$ cat config.mk
export PLATFORM = sky130hd
export DESIGN_NAME = spmv_csr_feeder
export DESIGN_NICKNAME = d
export VERILOG_FILES = /design/src/rtl/spmv_pkg.sv /design/src/rtl/spmv_prefetch_stage.sv /design/src/rtl/spmv_csr_feeder.sv
export SDC_FILE = /design/constraint.sdc
export NUM_CORES = 1
export LEC_CHECK = 0
export ABC_AREA = 1
export BUFFER_PORTS_ARGS = -buffer_cell sky130_fd_sc_hd__buf_2
export CORE_AREA = 2 2 122 77
export CTS_CLUSTER_DIAMETER = 60
export CTS_CLUSTER_SIZE = 14
export DETAILED_ROUTE_END_ITERATION = 8
export DIE_AREA = 0 0 124 79
export HOLD_SLACK_MARGIN = 0.03
export PLACE_DENSITY_LB_ADDON = 0.12
export SYNTH_ARGS = -nofsm -noshare
export SYNTH_HDL_FRONTEND = slang
export SYNTH_SLANG_ARGS = --single-unit
$ cat constraint.sdc
create_clock -name i_clk -period 5.7 [get_ports i_clk]
set_input_delay 0.285 -clock i_clk [delete_from_list [all_inputs] [get_ports i_clk]]
set_output_delay 0.285 -clock i_clk [all_outputs]
set_load 0.01 [all_outputs]
$ cat src/rtl/spmv_pkg.sv
// Shared definitions for the SpMV feeder / accumulation core pair:
// word widths, batch size, feeder FSM encoding and core phase codes.
package spmv_pkg;

  localparam int unsigned DATA_W = 16;  // fp16 values and vector elements
  localparam int unsigned ADDR_W = 8;   // RAM address and element-count width
  localparam int unsigned BATCH  = 16;  // elements per core run
  localparam int unsigned PH_W   = 2;   // core phase counter width

  typedef enum logic [2:0] {
    ST_IDLE     = 3'd0,
    ST_PF_ADDR  = 3'd1,
    ST_PF_X     = 3'd2,
    ST_PF_LATCH = 3'd3,
    ST_START    = 3'd4,
    ST_RUN      = 3'd5,
    ST_RESTART  = 3'd6,
    ST_DONE     = 3'd7
  } state_e;

  // Phase codes mirror the core's LOAD/MUL/ADD/WRITE rhythm.
  localparam logic [PH_W-1:0] PH_LOAD  = 2'd0;
  localparam logic [PH_W-1:0] PH_MUL   = 2'd1;
  localparam logic [PH_W-1:0] PH_ADD   = 2'd2;
  localparam logic [PH_W-1:0] PH_WRITE = 2'd3;

endpackage

$ cat src/rtl/spmv_prefetch_stage.sv
// Two-step col->x fetch and staging for the SpMV feeder.
// Ports:
//   i_clk, i_rstn      clock, async active-low reset
//   i_val_lat_en       value/col data valid: stage value, forward col as x address
//   i_x_lat_en         x data valid: stage vector element
//   i_load_en          copy staged pair into the core-facing data registers
//   i_val_data/i_col_data/i_x_data   RAM read data
//   o_x_addr           dense-vector RAM address
//   o_data_a/o_data_b  matrix value / vector value presented to the core
module spmv_prefetch_stage
  import spmv_pkg::*;
(
  input  logic              i_clk,
  input  logic              i_rstn,
  input  logic              i_val_lat_en,
  input  logic              i_x_lat_en,
  input  logic              i_load_en,
  input  logic [DATA_W-1:0] i_val_data,
  input  logic [ADDR_W-1:0] i_col_data,
  input  logic [DATA_W-1:0] i_x_data,
  output logic [ADDR_W-1:0] o_x_addr,
  output logic [DATA_W-1:0] o_data_a,
  output logic [DATA_W-1:0] o_data_b
);

  logic [DATA_W-1:0] stage_a_q, stage_a_d;
  logic [DATA_W-1:0] stage_b_q, stage_b_d;
  logic [ADDR_W-1:0] x_addr_q,  x_addr_d;
  logic [DATA_W-1:0] data_a_q,  data_a_d;
  logic [DATA_W-1:0] data_b_q,  data_b_d;

  // Staging and output updates; a load in the same cycle as the x latch
  // takes the incoming x word so the pair is complete at the cycle end.
  always_comb begin
    stage_a_d = stage_a_q;
    stage_b_d = stage_b_q;
    x_addr_d  = x_addr_q;
    data_a_d  = data_a_q;
    data_b_d  = data_b_q;
    if (i_val_lat_en) begin
      stage_a_d = i_val_data;
      x_addr_d  = i_col_data;
    end
    if (i_x_lat_en) begin
      stage_b_d = i_x_data;
    end
    if (i_load_en) begin
      data_a_d = stage_a_q;
      data_b_d = stage_b_d;
    end
  end

  always_ff @(posedge i_clk or negedge i_rstn) begin
    if (!i_rstn) begin
      stage_a_q <= '0;
      stage_b_q <= '0;
      x_addr_q  <= '0;
      data_a_q  <= '0;
      data_b_q  <= '0;
    end else begin
      stage_a_q <= stage_a_d;
      stage_b_q <= stage_b_d;
      x_addr_q  <= x_addr_d;
      data_a_q  <= data_a_d;
      data_b_q  <= data_b_d;
    end
  end

  // The column index arrives in the same cycle the x address must be
  // presented, so it is forwarded straight through and held afterwards.
  assign o_x_addr = i_val_lat_en ? i_col_data : x_addr_q;
  assign o_data_a = data_a_q;
  assign o_data_b = data_b_q;

endmodule

$ cat src/rtl/spmv_csr_feeder.sv
// Sequencer that streams CSR nonzeros and matching vector elements into the
// SpMV accumulation core in lock-step with its 4-cycle rhythm, relaunching
// the core per batch until all nonzeros are consumed.
// Ports:
//   i_clk, i_rstn                 clock, async active-low reset
//   i_start, i_nnz                start pulse (IDLE only), total nonzeros
//   o_val_addr/o_col_addr         value / column RAM address (always equal)
//   i_val_data/i_col_data         value / column RAM data (1-cycle latency)
//   o_x_addr, i_x_data            dense-vector RAM address / data
//   o_core_start                  one-cycle core launch
//   o_read_data_A/B, o_count      operands and element count to the core
//   i_core_done                   core finished its run
//   o_busy, o_done                run in progress / completion pulse
module spmv_csr_feeder
  import spmv_pkg::*;
(
  input  logic              i_clk,
  input  logic              i_rstn,
  input  logic              i_start,
  input  logic [ADDR_W-1:0] i_nnz,
  output logic [ADDR_W-1:0] o_val_addr,
  input  logic [DATA_W-1:0] i_val_data,
  output logic [ADDR_W-1:0] o_col_addr,
  input  logic [ADDR_W-1:0] i_col_data,
  output logic [ADDR_W-1:0] o_x_addr,
  input  logic [DATA_W-1:0] i_x_data,
  output logic              o_core_start,
  output logic [DATA_W-1:0] o_read_data_A,
  output logic [DATA_W-1:0] o_read_data_B,
  output logic [ADDR_W-1:0] o_count,
  input  logic              i_core_done,
  output logic              o_busy,
  output logic              o_done
);

  state_e            state_q, state_d;
  logic [PH_W-1:0]   phase_q, phase_d;
  logic [ADDR_W-1:0] nnz_q, nnz_d;
  logic [ADDR_W-1:0] count_q, count_d;
  logic [ADDR_W-1:0] val_addr_q, val_addr_d;
  logic              core_start_q, core_start_d;
  logic              busy_q, busy_d;
  logic              done_q, done_d;
  logic [ADDR_W:0]   next_idx;
  logic              val_lat_en, x_lat_en, load_en;

  // State register
  always_ff @(posedge i_clk or negedge i_rstn) begin
    if (!i_rstn) begin
      state_q      <= ST_IDLE;
      phase_q      <= PH_LOAD;
      nnz_q        <= '0;
      count_q      <= '0;
      val_addr_q   <= '0;
      core_start_q <= 1'b0;
      busy_q       <= 1'b0;
      done_q       <= 1'b0;
    end else begin
      state_q      <= state_d;
      phase_q      <= phase_d;
      nnz_q        <= nnz_d;
      count_q      <= count_d;
      val_addr_q   <= val_addr_d;
      core_start_q <= core_start_d;
      busy_q       <= busy_d;
      done_q       <= done_d;
    end
  end

  // Next state; in WRITE the core's done flag decides, count picks the target
  always_comb begin
    state_d = state_q;
    phase_d = phase_q;
    unique case (state_q)
      ST_IDLE: begin
        if (i_start) state_d = (i_nnz == '0) ? ST_DONE : ST_PF_ADDR;
      end
      ST_PF_ADDR:  state_d = ST_PF_X;
      ST_PF_X:     state_d = ST_PF_LATCH;
      ST_PF_LATCH: state_d = ST_START;
      ST_START: begin
        state_d = ST_RUN;
        phase_d = PH_LOAD;
      end
      ST_RUN: begin
        phase_d = PH_W'(phase_q + PH_W'(1));
        if (phase_q == PH_WRITE && i_core_done) begin
          state_d = (count_q == nnz_q) ? ST_DONE : ST_RESTART;
        end
      end
      ST_RESTART: begin
        state_d = ST_RUN;
        phase_d = PH_LOAD;
      end
      ST_DONE: state_d = ST_IDLE;
      default: state_d = ST_IDLE;
    endcase
  end

  // Outputs and datapath controls
  always_comb begin
    nnz_d        = nnz_q;
    count_d      = count_q;
    val_addr_d   = val_addr_q;
    val_lat_en   = 1'b0;
    x_lat_en     = 1'b0;
    load_en      = 1'b0;
    next_idx     = {1'b0, count_q} + (ADDR_W + 1)'(1);
    core_start_d = (state_d == ST_START) || (state_d == ST_RESTART);
    busy_d       = (state_d != ST_IDLE);
    done_d       = (state_d == ST_DONE);

    unique case (state_q)
      ST_IDLE: begin
        if (i_start) begin
          nnz_d   = i_nnz;
          count_d = '0;
          if (i_nnz != '0) val_addr_d = '0;
        end
      end
      ST_PF_X: val_lat_en = 1'b1;
      ST_PF_LATCH: begin
        x_lat_en = 1'b1;
        load_en  = 1'b1;
      end
      ST_RUN: begin
        unique case (phase_q)
          PH_MUL: val_lat_en = 1'b1;
          PH_ADD: begin
            x_lat_en = 1'b1;
            count_d  = ADDR_W'(count_q + ADDR_W'(1));
          end
          PH_WRITE: load_en = 1'b1;
          default: ;
        endcase
      end
      default: ;
    endcase

    // Address for the next element is presented throughout LOAD
    if (state_d == ST_RUN && phase_d == PH_LOAD && next_idx < {1'b0, nnz_q}) begin
      val_addr_d = next_idx[ADDR_W-1:0];
    end
  end

  spmv_prefetch_stage u_prefetch (
    .i_clk        (i_clk),
    .i_rstn       (i_rstn),
    .i_val_lat_en (val_lat_en),
    .i_x_lat_en   (x_lat_en),
    .i_load_en    (load_en),
    .i_val_data   (i_val_data),
    .i_col_data   (i_col_data),
    .i_x_data     (i_x_data),
    .o_x_addr     (o_x_addr),
    .o_data_a     (o_read_data_A),
    .o_data_b     (o_read_data_B)
  );

  assign o_val_addr   = val_addr_q;
  assign o_col_addr   = val_addr_q;
  assign o_core_start = core_start_q;
  assign o_count      = count_q;
  assign o_busy       = busy_q;
  assign o_done       = done_q;

endmodule

## After elaboration in Yosys (flattened, before gate mapping)

Index checks and enable logic that the tools add are counted.

| storage, ports and cells | value |
|---|---|
| register bits | 104 |
| input bits | 52 |
| output and inout port bits | 67 |
| logic and storage cells | 72 |

| cells by class | value |
|---|---|
| add/subtract/negate cells | 3 |
| $lt $le $gt $ge | 1 |
| equal/unequal tests | 17 |
| muxes and demuxes | 21 |
| reduce and logical (&&, ||, !) cells | 17 |

Operators with widths:

| kind | count |
|---|---|
| 8-bit 2-to-1 mux | 7 |
| 3-bit == test (second input constant) | 8 |
| 3-bit one-hot mux with 7 select lines | 1 |
| 16-bit 2-to-1 mux | 1 |
| 8-bit one-hot mux with 2 select lines | 1 |
| 8-bit by 1-bit adder with 9-bit output (second input constant) | 1 |
| 9-bit by 8-bit less-than comparator with 1-bit output | 1 |
| 3-bit 2-to-1 mux | 3 |
| 8-bit by 1-bit adder with 8-bit output (second input constant) | 1 |
| 8-bit == test | 1 |
| 8-bit logical NOT | 1 |
| 2-bit nonzero test | 4 |
| 8-bit nonzero test | 1 |
| 3-bit by 2-bit == test with 1-bit output (second input constant) | 2 |
| 1-bit one-hot mux with 2 select lines | 3 |
| 3-bit AND reduction | 2 |
| 2-bit == test (second input constant) | 2 |
| 1-bit 2-to-1 mux | 4 |
| 2-bit one-hot mux with 2 select lines | 1 |
| 3-bit by 1-bit == test with 1-bit output (second input constant) | 1 |
| 1-bit logical AND | 3 |
| 3-bit logical NOT | 1 |
| 3-bit nonzero test | 1 |
| 2-bit by 1-bit adder with 2-bit output (second input constant) | 1 |
| other kinds (7) | 7 |

## Logic depth before layout (Yosys ltp)

Gate-level depths: netlist of run 1.

| logic depth | value |
|---|---|
| word-level depth | 9 |
| mapped depth | 16 |
| mapped depth without buffers | 16 |

## Modules after synthesis

From an unflattened synthesis of run 1, not the netlist that was laid out.

| unflattened totals | value |
|---|---|
| cell total of the unflattened synthesis | 559 |
| area total of the unflattened synthesis | 4815.9 um2 |

Modules (own cells, without submodules):

| module | times used | cells an instance | area each (um2) | sequential area each (um2) |
|---|---|---|---|---|
| spmv_prefetch_stage | 1 | 321 | 2922.8 | 1801.7 |
| spmv_csr_feeder | 1 | 238 | 1893.1 | 800.8 |

## Worst setup path after synthesis of run 1

Ideal clock, no wire load.

| timing path | value |
|---|---|
| path kind | register -> register |
| start point | reg count_q[0] (netlist: o_count[0]) |
| end point | reg val_addr_q[0] (netlist: o_col_addr[0]) |
| setup time | 119 ps |
| data arrival time | 2086 ps |
| required time | 5581 ps |
| setup slack | 3495 ps |
| stages on the path, launching flop included | 14 |
| path buffers | 0 |
| period minus slack after synthesis | 2205 ps |
| path through | dfrtp_1 -> ha_1 -> nand3_1 -> xor2_1 -> inv_1 -> ha_1 -> a21oi_1 -> nand2_1 -> nand2_1 -> nand2_1 -> nand2_1 -> nand3_4 -> nand3_1 -> nand2_1 |

| on the way | value |
|---|---|
| longest elaborated chain between the ends | 9 |
| elaborated cells on any way between the ends | 14 |
| classes of those cells | 1 x add/sub; 1 x order compare; 2 x eq/ne; 4 x mux; 6 x reduce/logical |

RTL lines:

| item | line | source |
|---|---|---|
| start: declaration | spmv_csr_feeder.sv:39 | `logic [ADDR_W-1:0] count_q, count_d;` |
| start signal: assignment | spmv_csr_feeder.sv:62 | `count_q <= count_d;` |
| branches (longest 9 deep; another with 8-bit by 1-bit adder with 9-bit output) | - |  |
| end signal: assignment | spmv_csr_feeder.sv:63 | `val_addr_q <= val_addr_d;` |
| end: declaration | spmv_csr_feeder.sv:40 | `logic [ADDR_W-1:0] val_addr_q, val_addr_d;` |

Several ways; the timed one is not identified.
A chain may end at the register's enable or synchronous reset.

## Final worst setup path of run 1

| timing path | value |
|---|---|
| start point | reg count_q[0] (netlist: o_count[0]) |
| end point | reg val_addr_q[1] (netlist: o_col_addr[1]) |

The elaborated chain is that of the path after synthesis.

==> metrics.yaml, run 1 <==
status: "complete, no violations"
post-dp-hpwl_mm: 7.162
clk-insertion-delay-late_ps: 340
final.fill_count: 767
crit-reg2reg-launch: "o_count[0]"
dr_total_vias: 3577
ys_top_cells_by_area: "dfrtp_1 57%, nand2_1 9.6%, nor2_1 3.9%"
rsz0062_at_grt: "no"
clock_skew_ps: 6.002
slew_headroom_pct: 23.45
largest_net_degree_at_the_start_of_global_routing: 77
portBuffers: 118
postSynthAreaPerCell_um2: 9.252
post_synth_simple_gate_area_pct: 20.31
start_util_pct: 51.82
power.static_leakage_nw: 2.902
worstPathRequired_ps: 5930
initial_antenna_violation_count: 0
antenna_violating_nets_post_route: 0
max_clock_freq_ghz: 0.3843
ratio_of_final_minimum_period_to_clock_period_pct: 45.66
mux_contribution_to_synthesized_area_pct: 1.979
route.detailed.drc: 0
final.min_clock_period_ps: 2602
synth_fa_ha_area_share_pct: 3.299
critPathLaunch: "o_count[0]"
layout-drive-gt1-share_pct: 26.12
finalSetupViolations: 0
die_height_um: 79
synth_fp_nets: 556
route.final.wire_length_mm: 10.07
clk_pin_slew_worst_setup_hold_paths_ps: 70
critical_path_endpoint_category: "flop"
drt-initial-drc-count: 202
synth_cell_type_count: 32
netlist_instances: 492
crit_arrival_ps: 2830
timing.critical_path.fanout_max: 9
die-width_um: 124
grt_pass1_wl_mm: 16.32
finalMaxSlewViolations: 0
part_of_the_yosys_area_used_for_sequential_elements_pct: 57.17
placed_instance_area_um2: 5181
ctsLongestPathBuffers: 2
global_route.overflow_total: 0
preCtsSetupSlack_ps: 3129
layout-area-overhead-vs-synth_pct: 21.52
most_common_library_cell_in_the_layout_ignoring_fill_and_taps: "buf_2"
avgViaCountPerCell: 4.961
gr-usage-all-layers_pct: 22.02
worst_r2r_endpoint: "o_col_addr[1]"
yosys_warnings: 0
cts.htree.levels: 3
stdcell_area_um2: 5532
timing.reg2reg.worst_path_depth: 11
synth.ff_latch_count: 104
worst-slew-pin-transition_ps: 1144
combinational_family_with_the_most_area_after_synthesis: "simple AND/OR/NAND/NOR gates"
cts_setup_buffers: 0
yosys.area.top_type: "dfrtp_1"
numClockSinks: 104
most_frequent_cells_in_the_layout: "117 x buf_2, 115 x nand2_1, 104 x dfrtp_1"
timing.critical_path.to: "o_col_addr[1]"
antenna_cells_inserted: 0
io-pin-count: 119
synth-xor-area-share_pct: 1.539
cts.repair.resized: 0
type_of_the_worst_setup_path: "flop to flop"
first_global_vias: 3300
vdd.ir_drop.worst_uv: 293.8
floorplan.rows: 27
tritoncts: "done"
gp_congestion: 0.8796
cts-buffers-inserted: 9
post_synth_design_cell_area_um2: 4552
synth_compound_gate_area_share_pct: 8.494
finalWorstSetupSlack_ps: 3098
cts_root_buffer: "clkbuf_16"
max-cap-violations: 0
synth_largest_type_area_fraction_pct: 57.17
placeableCoreArea_um2: 8783
detail_route.first_pass.iterations: 4
timing.final.hold_violations: 0
routed_wire_length_per_instance_um: 13.96
timing.setup.tns_ps: 0
fin_nets: 664
fp.dieArea_um2: 9796
r2r_setup_slack_ps: 3100
worst_setup_sp_type: "flop"
power.density_cell_area_nw_per_um2: 557.3
min-delay-path-class: "input port to flop"
-- worst min-delay path by stage --
| stage | start | endpoint | slack (ps) | cells after the start |
|---|---|---|---|---|
| global placement | i_rstn | u_prefetch.x_addr_q[4] | 220 | 1 |
| CTS | i_val_data[9] | u_prefetch.stage_a_q[9] | 140 | 3 |
| finish | i_val_data[10] | u_prefetch.stage_a_q[10] | 150 | 3 |
| global route | i_val_data[11] | u_prefetch.stage_a_q[11] | 140 | 3 |
| floorplan | i_rstn | nnz_q[0] | -10 | 0 |
| detailed placement | i_rstn | u_prefetch.x_addr_q[4] | 230 | 1 |
-- cell families (layout without fill, tap and decap cells) --
group | after synthesis | in the layout
xor gates and xnor gates | 8 | 8
and+or+nand+nor | 215 | 215
buffers and inverters | 74 | 187
adders and majority gates | 12 | 12
AOI/OAI and AO/OA | 71 | 71
muxes | 8 | 8
DFF | 104 | 104
-- critical path, stage by stage, from the launching register on --
cell	delay, ps
dfrtp_1	510
ha_1	260
nand3_1	160
nor3_1	310
nor2_1	140
ha_1	310
a21oi_1	150
nand2_1	70
nand2_1	240
nand3_4	160
nand3_1	120
nand2_1	60
-- stage by stage --
stage               instances  total power [mW]  util, %  hold slack (ps)
finish                    721             3.082    62.98            150.5
global route              721             3.331    62.98            142.3
CTS                       721             3.106    62.98            138.8
detailed placement        704             2.408    58.99            225.8
global placement          704             2.368    58.99            219.4
floorplan                 492             2.020        -           -10.59
-- cell type report --
type / instances / area (um^2) / share of cell area, %
clock buffers: 12 / 266.5 / 4.818
flip-flops and latches: 104 / 2603 / 47.05
inverters: 50 / 187.7 / 3.393
clock inverters: 4 / 73.82 / 1.335
repair buffers: 121 / 618.1 / 11.17
well taps: 116 / 145.1 / 2.624
multi-input cells: 314 / 1638 / 29.61
-- Yosys cell counts --
cell	instances
o22ai_1	2
nand3_1	32
nand3b_1	1
o31ai_1	1
o21ai_0	31
mux2_2	8
nand2_1	116
nand2_2	2
nor3_1	2
nand3_2	1
xor2_1	3
nand2_4	1
buf_2	7
inv_1	46
clkbuf_1	6
nor2_2	1
buf_4	11
nand3_4	1
ha_1	12
o32ai_1	1
nor2_4	1
xnor2_1	5
dfrtp_1	104
a21oi_1	18
nand4_1	8
nor3_2	1
nor2_1	47
o21ai_1	1
inv_2	4
o21a_1	1
and3_1	1
a31oi_1	16
-- routing by layer --
layer  track usage (%)  vias up  share of wire (%)
met5                 0        -                  0
met4             5.393        0               0.69
met3             7.830        7                 10
met2             30.05      126                 40
met1             33.35     1644                 49
li1                  -     1800                  -
-- sequential cells by signal, summed over array words and instances, names as in the netlist --
name / count
nnz_q: 8
o_busy: 1
o_col_addr: 8
o_core_start: 1
o_count: 8
o_done: 1
phase_q: 2
state_q: 3
u_prefetch.o_data_a: 16
u_prefetch.o_data_b: 16
u_prefetch.stage_a_q: 16
u_prefetch.stage_b_q: 16
u_prefetch.x_addr_q: 8
-- power by group --
part	internal (mW)	switching, mW	total (mW)	leakage (nW)
Clock	0.422	0.261	0.682	0.169
Combinational	0.447	0.736	1.18	1.47
Sequential	1.06	0.154	1.22	1.27
Total	1.93	1.15	3.08	2.90
-- timing repair --
action                                 in CTS  in global routing
hold buffers                                1                  0
endpoints found under the hold margin      28                  0
setup endpoints to repair                   0                  0
No activity file was read; power rests on OpenSTA's default activity.
==> inputs of run 2 (changes only) <==
ABC_AREA = 0   (was 1)
CORE_AREA = 2 2 131 82   (was 2 2 122 77)
DIE_AREA = 0 0 133 84   (was 0 0 124 79)
clock period = 2.3 ns   (was 5.7 ns; I/O delays follow)
==> run 2 against run 1 <==
Against the previous run:
- flip-flop and latch count stayed put
- die area is 14% higher
- critical path type unchanged
- global-route usage is 2.3 points lower
- largest cell class unchanged
- critical endpoint is now o_col_addr[2]
- non-clock buffer count is 78 higher
- highest routed layer unchanged
==> metrics.yaml, run 2 <==
post_synth_simple_gate_area_pct: 8.400  # was 20.31%
layout-area-overhead-vs-synth_pct: 38.88  # was 21.52%
power.static_leakage_nw: 3.125  # was 2.902 nW
cts-buffers-inserted: 9  # unchanged
rsz0062_at_grt: "yes"  # was no
die_height_um: 84  # was 79 um
combinational_family_with_the_most_area_after_synthesis: "multiplexers"  # was simple AND/OR/NAND/NOR gates
gp_congestion: 0.8511  # was 0.8796
preCtsSetupSlack_ps: -64.66  # was 3129 ps
timing.critical_path.fanout_max: 4  # was 9
part_of_the_yosys_area_used_for_sequential_elements_pct: 55.47  # was 57.17%
finalSetupViolations: 0  # unchanged
cp_slowest_stage_delay_ps: 400  # was 510 ps
yosys.area.top_type: "dfrtp_1"  # unchanged
synth_fa_ha_area_share_pct: 3.200  # was 3.299%
io-pin-count: 119  # unchanged
ys_top_cells_by_area: "dfrtp_1 55%, mux2_2 17%, ha_1 3.2%"  # was dfrtp_1 57%, nand2_1 9.6%, nor2_1 3.9%
placed_instance_area_um2: 5602  # was 5181 um^2
routed_wire_length_per_instance_um: 15.30  # was 13.96 um
numClockSinks: 104  # unchanged
post_synth_design_cell_area_um2: 4692  # was 4552 um^2
fin_total_pwr_mw: 8.494  # was 3.082 mW
avgViaCountPerCell: 4.898  # was 4.961
vdd.ir_drop.worst_uv: 724.1  # was 293.8 uV
most_frequent_cells_in_the_layout: "117 x buf_2, 99 x dfrtp_1, 69 x mux2_2"  # was 117 x buf_2, 115 x nand2_1, 104 x dfrtp_1
stdcell_area_um2: 6516  # was 5532 um^2
yosys_warnings: 0  # unchanged
post-dp-hpwl_mm: 7.436  # was 7.162 mm
register_area_um2: 2611  # was 2603 um^2
cts_root_buffer: "clkbuf_16"  # unchanged
power.density_cell_area_nw_per_um2: 1303  # was 557.3 nW/um^2
finish.utilization_pct: 64.37  # was 62.98%
die-width_um: 133  # was 124 um
worst-slew-pin-transition_ps: 479.5  # was 1144 ps
min-delay-path-class: "input port to flop"  # unchanged
route.final.wire_length_mm: 10.47  # was 10.07 mm
route.detailed.drc: 0  # unchanged
clk-insertion-delay-late_ps: 350  # was 340 ps
status: "complete, no violations"  # unchanged
number_of_enable_flip_flop_cells_after_synthesis: 0  # unchanged
synth-main-ff-cell: "dfrtp_1"  # unchanged
finalWorstSetupSlack_ps: 40.44  # was 3098 ps
antenna_cells_inserted: 0  # unchanged
dr_total_vias: 3350  # was 3577
crit_arrival_ps: 2490  # was 2830 ps
synth_largest_type_area_fraction_pct: 55.47  # was 57.17%
critical_path.slowest_cell: "dfrtp_1"  # unchanged
synth_cell_type_count: 49  # was 32
detail_route.first_pass.iterations: 4  # unchanged
grt_pass1_wl_mm: 17.25  # was 16.32 mm
initial_antenna_violation_count: 0  # unchanged
mux_contribution_to_synthesized_area_pct: 19.55  # was 1.979%
drt-initial-drc-count: 85  # was 202
worst_path_most_repeated_cell: "buf_4"  # was nand2_1
timing.critical_path.cells: "buf_4 -> buf_4 -> xor2_2 -> inv_1 -> ha_2 -> a211oi_2 -> nand2_1 -> o221ai_2 -> nand4_4 -> mux2_4"  # was ha_1 -> nand3_1 -> nor3_1 -> nor2_1 -> ha_1 -> a21oi_1 -> nand2_1 -> nand2_1 -> nand3_4 -> nand3_1 -> nand2_1
tritoncts: "done"  # unchanged
timing.setup.tns_ps: 0  # unchanged
fraction_of_registers_with_async_set_reset_pct: 100.0  # unchanged
synth.ff_latch_count: 104  # unchanged
clk_pin_slew_worst_setup_hold_paths_ps: 80  # was 70 ps
ctsLongestPathBuffers: 2  # unchanged
first_global_vias: 3460  # was 3300
layout-drive-gt1-share_pct: 51.74  # was 26.12%
cp_num_buf_inv: 3  # was 0
slew_headroom_pct: 67.74  # was 23.45%
ratio_of_final_minimum_period_to_clock_period_pct: 98.24  # was 45.66%
critical_path_endpoint_category: "flop"  # unchanged
most_common_library_cell_in_the_layout_ignoring_fill_and_taps: "buf_2"  # unchanged
start_util_pct: 46.35  # was 51.82%
antenna_violating_nets_post_route: 0  # unchanged
floorplan.rows: 29  # was 27
final.min_clock_period_ps: 2260  # was 2602 ps
timing.final.hold_violations: 0  # unchanged
type_of_the_worst_setup_path: "flop to flop"  # unchanged
top_cells_by_count_synth: "104 x dfrtp_1, 69 x mux2_2, 28 x nand2_1"  # was 116 x nand2_1, 104 x dfrtp_1, 47 x nor2_1
cts.htree.levels: 3  # unchanged
r2r_setup_slack_ps: 40  # was 3100 ps
finalMaxSlewViolations: 0  # unchanged
postSynthAreaPerCell_um2: 13.25  # was 9.252 um^2
largest_net_degree_at_the_start_of_global_routing: 44  # was 77
global_route.overflow_total: 0  # unchanged
portBuffers: 118  # unchanged
synth_compound_gate_area_share_pct: 5.973  # was 8.494%
worst_setup_sp_type: "flop"  # unchanged
gr-usage-all-layers_pct: 19.75  # was 22.02%
netlist_instances: 354  # was 492
multi_input_logic_area_um2: 2007  # was 1638 um^2
critical-path-top-delay-family: "compound AO/OA/AOI/OAI gates"  # was simple AND/OR/NAND/NOR gates
fp.dieArea_um2: 11170  # was 9796 um^2
fin_nets: 604  # was 664
max-cap-violations: 0  # unchanged
synth_fp_nets: 418  # was 556
final.fill_count: 795  # was 767
clock_skew_ps: 9.244  # was 6.002 ps
max_clock_freq_ghz: 0.4426  # was 0.3843 GHz
synth.most_common_cell: "dfrtp_1"  # was nand2_1
synth-xor-area-share_pct: 2.613  # was 1.539%
placeableCoreArea_um2: 10120  # was 8783 um^2
worstPathRequired_ps: 2530  # was 5930 ps
## run 2: cell types whose count changed after synthesis, moves of 5 or more
cell     change
inv_1       -32
a21oi_1     -15
mux2_2      +61
buf_6        +5
mux2i_1      +5
nand3_1     -26
o21ai_0     -14
a31oi_1     -16
nor2_1      -38
nand2_1     -88
nand4_1      -7
## run 2: tightest hold or removal path, cell delays in order
cell and delay, ps:
buf_2 90, nand2_1 70, o21ai_0 70
## run 2: layout make-up
class                           instances  area share (%)
Inverter                               14          0.8065
Timing Repair Buffer                  199           21.12
Tap cell                              139           2.669
Clock inverter                          7           1.075
Clock buffer                            9           3.456
Sequential cell                       104           40.07
Multi-Input combinational cell        212           30.80
## run 2: logic make-up after synthesis
| kind of cell | after synthesis |
|---|---|
| AOI/OAI and AO/OA | 38 |
| xor gates and xnor gates | 14 |
| adders and majority gates | 12 |
| buffers and inverters | 38 |
| DFF | 104 |
| muxes | 81 |
| and+or+nand+nor | 67 |
## run 2: report_power, final
| group | internal (mW) | switching (mW) |
|---|---|---|
| clock | 0.770 | 0.743 |
| combinational | 2.02 | 1.79 |
| sequential | 2.70 | 0.474 |
| total | 5.49 | 3.01 |
## run 2: worst paths after layout
path,from,endpoint,depth (start not counted)
min,i_nnz[4],nnz_q[4],3
max reg2reg,o_count[3],o_col_addr[2],10
max in group asynchronous,i_rstn,u_prefetch.stage_b_q[11],3
max,o_count[3],o_col_addr[2],10
min reg2reg,u_prefetch.stage_b_q[5],u_prefetch.stage_b_q[5],1
min in group asynchronous,i_rstn,u_prefetch.stage_a_q[12],2
## run 2: what timing repair did
| action | 4_1_cts | 5_1_grt |
|---|---|---|
| hold buffers | 47 | 0 |
| setup endpoints to repair | 16 | 16 |
| hold endpoints to repair | 75 | 0 |
| buffers inserted | 3 | 5 |
| gates resized for setup | 3 | 16 |
| pin swaps | 8 | 9 |
## run 2: through the flow
stage,cells,hold slack (ps)
global route,684,45.97
global placement,613,69.02
floorplan,354,-180.6
finish,684,38.63
detailed placement,613,69.61
CTS,679,31.40
## run 2: layer usage
metal | track usage, % | vias up | part of all wire [%]
li1 | - | 1583 | -
met1 | 27.83 | 1673 | 48
met2 | 30.00 | 84 | 45
met3 | 5.707 | 10 | 5.4
met4 | 5.376 | 0 | 1.1
met5 | 0 | - | 0
==> inputs of run 3 (changes only) <==
SYNTH_HIERARCHICAL = 1   (was not set)
==> run 3 against run 2 <==
Against the previous run:
- the run now ends with setup timing left
- clock skew decreased by 4.1 ps
- critical path depth up 1
- highest routed layer unchanged
- utilization increased by 0.62 points
- flip-flop and latch count unchanged
- cell area is 0.96% higher
- first-iteration DRC count increased by 81%
- synthesized cell count decreased by 0.56%
==> metrics.yaml, run 3 <==
status: "complete, but fails checks"  # was complete, no violations
violated_checks: "setup timing"
io-pin-count: 119  # unchanged
met3_wirelength_um: 661  # was 570 um
most_common_library_cell_in_the_layout_ignoring_fill_and_taps: "buf_2"  # unchanged
initial_antenna_violation_count: 0  # unchanged
final.min_clock_period_ps: 2492  # was 2260 ps
fin_total_pwr_mw: 8.311  # was 8.494 mW
global_route.overflow_total: 0  # unchanged
clk_pin_slew_worst_setup_hold_paths_ps: 70  # was 80 ps
most_frequent_cells_in_the_layout: "117 x buf_2, 100 x dfrtp_1, 53 x mux2_2"  # was 117 x buf_2, 99 x dfrtp_1, 69 x mux2_2
synth-main-ff-cell: "dfrtp_1"  # unchanged
min-delay-path-class: "input port to flop"  # unchanged
drt-initial-drc-count: 154  # was 85
timing.critical_path.depth: 11  # was 10
top_cells_by_count_synth: "104 x dfrtp_1, 56 x mux2_2, 30 x nand2_1"  # was 104 x dfrtp_1, 69 x mux2_2, 28 x nand2_1
critPathLaunch: "o_count[1]"  # was o_count[3]
clock_skew_ps: 5.147  # was 9.244 ps
critical_path.slowest_cell: "dfrtp_2"  # was dfrtp_1
netlist_instances: 352  # was 354
stdcell_area_um2: 6579  # was 6516 um^2
detailroute.wirelength.met2_mm: 4.589  # was 4.713 mm
cts.htree.levels: 3  # unchanged
worst-slew-pin-transition_ps: 553.8  # was 479.5 ps
finish.utilization_pct: 64.99  # was 64.37%
vdd.ir_drop.worst_uv: 695.9  # was 724.1 uV
synth_fp_nets: 416  # was 418
finalSetupViolations: 8  # was 0
worst_setup_sp_type: "flop"  # unchanged
avgViaCountPerCell: 4.826  # was 4.898
fp.dieArea_um2: 11170  # unchanged
finalMaxSlewViolations: 0  # unchanged
route.detailed.drc: 0  # unchanged
cts_root_buffer: "clkbuf_16"  # unchanged
die_height_um: 84  # unchanged
crit_arrival_ps: 2710  # was 2490 ps
dr_total_vias: 3330  # was 3350
floorplan.rows: 29  # unchanged
antenna_cells_inserted: 0  # unchanged
synth_cell_type_count: 42  # was 49
die-width_um: 133  # unchanged
critical-path-top-delay-family: "flip-flops"  # was compound AO/OA/AOI/OAI gates
top_metal_used: "met4"  # unchanged
cp_slowest_stage_delay_ps: 430  # was 400 ps
ys_top_cells_by_area: "dfrtp_1 56%, mux2_2 14%, mux2_4 6.5%"  # was dfrtp_1 55%, mux2_2 17%, ha_1 3.2%
finalWorstSetupSlack_ps: -192.3  # was 40.44 ps
fraction_of_registers_with_async_set_reset_pct: 100.0  # unchanged
cp_num_buf_inv: 3  # unchanged
post_synth_design_cell_area_um2: 4646  # was 4692 um^2
route.final.wire_length_mm: 10.30  # was 10.47 mm
worstPathRequired_ps: 2520  # was 2530 ps
part_of_the_yosys_area_used_for_sequential_elements_pct: 56.02  # was 55.47%
gr-usage-all-layers_pct: 19.89  # was 19.75%
r2r_setup_slack_ps: -190  # was 40 ps
placeableCoreArea_um2: 10120  # unchanged
placed_instance_area_um2: 5602  # unchanged
crit-reg2reg-launch: "o_count[1]"  # was o_count[3]
postSynthAreaPerCell_um2: 13.20  # was 13.25 um^2
detail_route.first_pass.iterations: 4  # unchanged
routedLengthMet1_mm: 4.964  # was 5.067 mm
ctsLongestPathBuffers: 2  # unchanged
number_of_enable_flip_flop_cells_after_synthesis: 0  # unchanged
synth.most_common_cell: "dfrtp_1"  # unchanged
antenna_violating_nets_post_route: 0  # unchanged
power.static_leakage_nw: 3.116  # was 3.125 nW
clk-insertion-delay-late_ps: 340  # was 350 ps
layout-area-overhead-vs-synth_pct: 41.61  # was 38.88%
tritoncts: "done"  # unchanged
max-cap-violations: 0  # unchanged
final.fill_count: 811  # was 795
portBuffers: 118  # unchanged
hold_depth: 4  # was 3
numClockSinks: 104  # unchanged
yosys.area.top_type: "dfrtp_1"  # unchanged
first_global_vias: 3412  # was 3460
synth_largest_type_area_fraction_pct: 56.02  # was 55.47%
slew_headroom_pct: 63.08  # was 67.74%
power.density_cell_area_nw_per_um2: 1263  # was 1303 nW/um^2
critical_path_endpoint_category: "flop"  # unchanged
timing.critical_path.fanout_max: 6  # was 4
fin_nets: 611  # was 604
timing.setup.tns_ps: -1255  # was 0 ps
post-dp-hpwl_mm: 6.913  # was 7.436 mm
ratio_of_final_minimum_period_to_clock_period_pct: 108.4  # was 98.24%
timing.critical_path.cells: "buf_6 -> ha_4 -> and3_4 -> xnor2_2 -> inv_1 -> ha_4 -> a211oi_2 -> a31oi_2 -> nor4_4 -> buf_6 -> mux2_4"  # was buf_4 -> buf_4 -> xor2_2 -> inv_1 -> ha_2 -> a211oi_2 -> nand2_1 -> o221ai_2 -> nand4_4 -> mux2_4
timing.reg2reg.worst_path_depth: 11  # was 10
type_of_the_worst_setup_path: "flop to flop"  # unchanged
grt_pass1_wl_mm: 17.29  # was 17.25 mm
worst_r2r_endpoint: "o_col_addr[5]"  # was o_col_addr[2]
largest_net_degree_at_the_start_of_global_routing: 65  # was 44
synth.ff_latch_count: 104  # unchanged
gp_congestion: 0.8134  # was 0.8511
timing.final.hold_violations: 0  # unchanged
max_clock_freq_ghz: 0.4012  # was 0.4426 GHz
cts-buffers-inserted: 9  # unchanged
start_util_pct: 45.89  # was 46.35%
routed_wire_length_per_instance_um: 14.93  # was 15.30 um
whs_ps: 248.4  # was 38.63 ps
timing.critical_path.to: "o_col_addr[5]"  # was o_col_addr[2]
layout-drive-gt1-share_pct: 50.64  # was 51.74%
yosys_warnings: 6  # was 0
rsz0062_at_grt: "yes"  # unchanged
-- run 3: changes by cell type in the layout (fill, tap and decap cells not counted), moves of 4 or more --
cell	before	now
inv_1	13	17
mux2_2	69	53
mux2_4	3	23
mux2_1	4	0
xor2_1	0	4
buf_4	29	36
xor2_2	6	0
-- run 3: per-layer routing --
metal  global-route usage (%)  vias to the layer above
li1                         -                     1591
met1                    27.78                     1623
met2                    30.10                      108
met3                    6.557                        8
met4                    4.985                        0
met5                        0                        -
-- run 3: repair_timing --
item,4_1_cts,5_1_grt
buffers inserted,6,4
endpoints found under the hold margin,88,0
gates cloned,0,0
gates resized for setup,9,8
setup endpoints to repair,16,22
pin swaps,11,4
hold buffers,49,0
-- run 3: worst min-delay path by stage --
stage	startpoint	endpoint
global placement	i_rstn	u_prefetch/x_addr_q[5]
global route	i_start	state_q[2]
detailed placement	i_rstn	u_prefetch/x_addr_q[5]
finish	i_start	state_q[2]
CTS	i_start	state_q[2]
floorplan	i_rstn	nnz_q[0]
-- run 3: stage by stage --
step	cells	worst slack [ps]
global route	690	-292.4
finish	690	-192.3
floorplan	352	-367.2
global placement	616	-141.5
detailed placement	616	-231.7
CTS	686	-161.7
-- run 3: worst min-delay path, delay by kind of cell --
family	cells	cell delay (ps)
buffers and inverters	1	110
and+or+nand+nor	3	330
-- run 3: report_power, final --
part | switching, mW | internal (mW)
registers | 0.440 | 2.67
clock network | 0.642 | 0.982
logic | 1.60 | 1.97
total | 2.68 | 5.63
-- run 3: cells by family (layout without fill, tap and decap cells) --
logic type | Yosys count | after routing | share of synthesized area (%)
muxes | 81 | 81 | 21.11
buffers and inverters | 41 | 240 | 4.928
xor gates and xnor gates | 14 | 14 | 2.639
adders and majority gates | 12 | 12 | 3.232
AOI/OAI and AO/OA | 36 | 36 | 4.714
and+or+nand+nor | 64 | 64 | 7.353
DFF | 104 | 104 | 56.02
-- run 3: layout make-up --
cell class / instances / area, um^2 / area share (%)
clock buffer: 11 / 242.7 / 3.690
inverter: 17 / 63.81 / 0.9700
timing repair buffer: 208 / 1440 / 21.89
tap: 139 / 173.9 / 2.644
sequential: 104 / 2608 / 39.63
multi-input combinational: 207 / 1974 / 30.01
clock inverter: 4 / 76.32 / 1.160
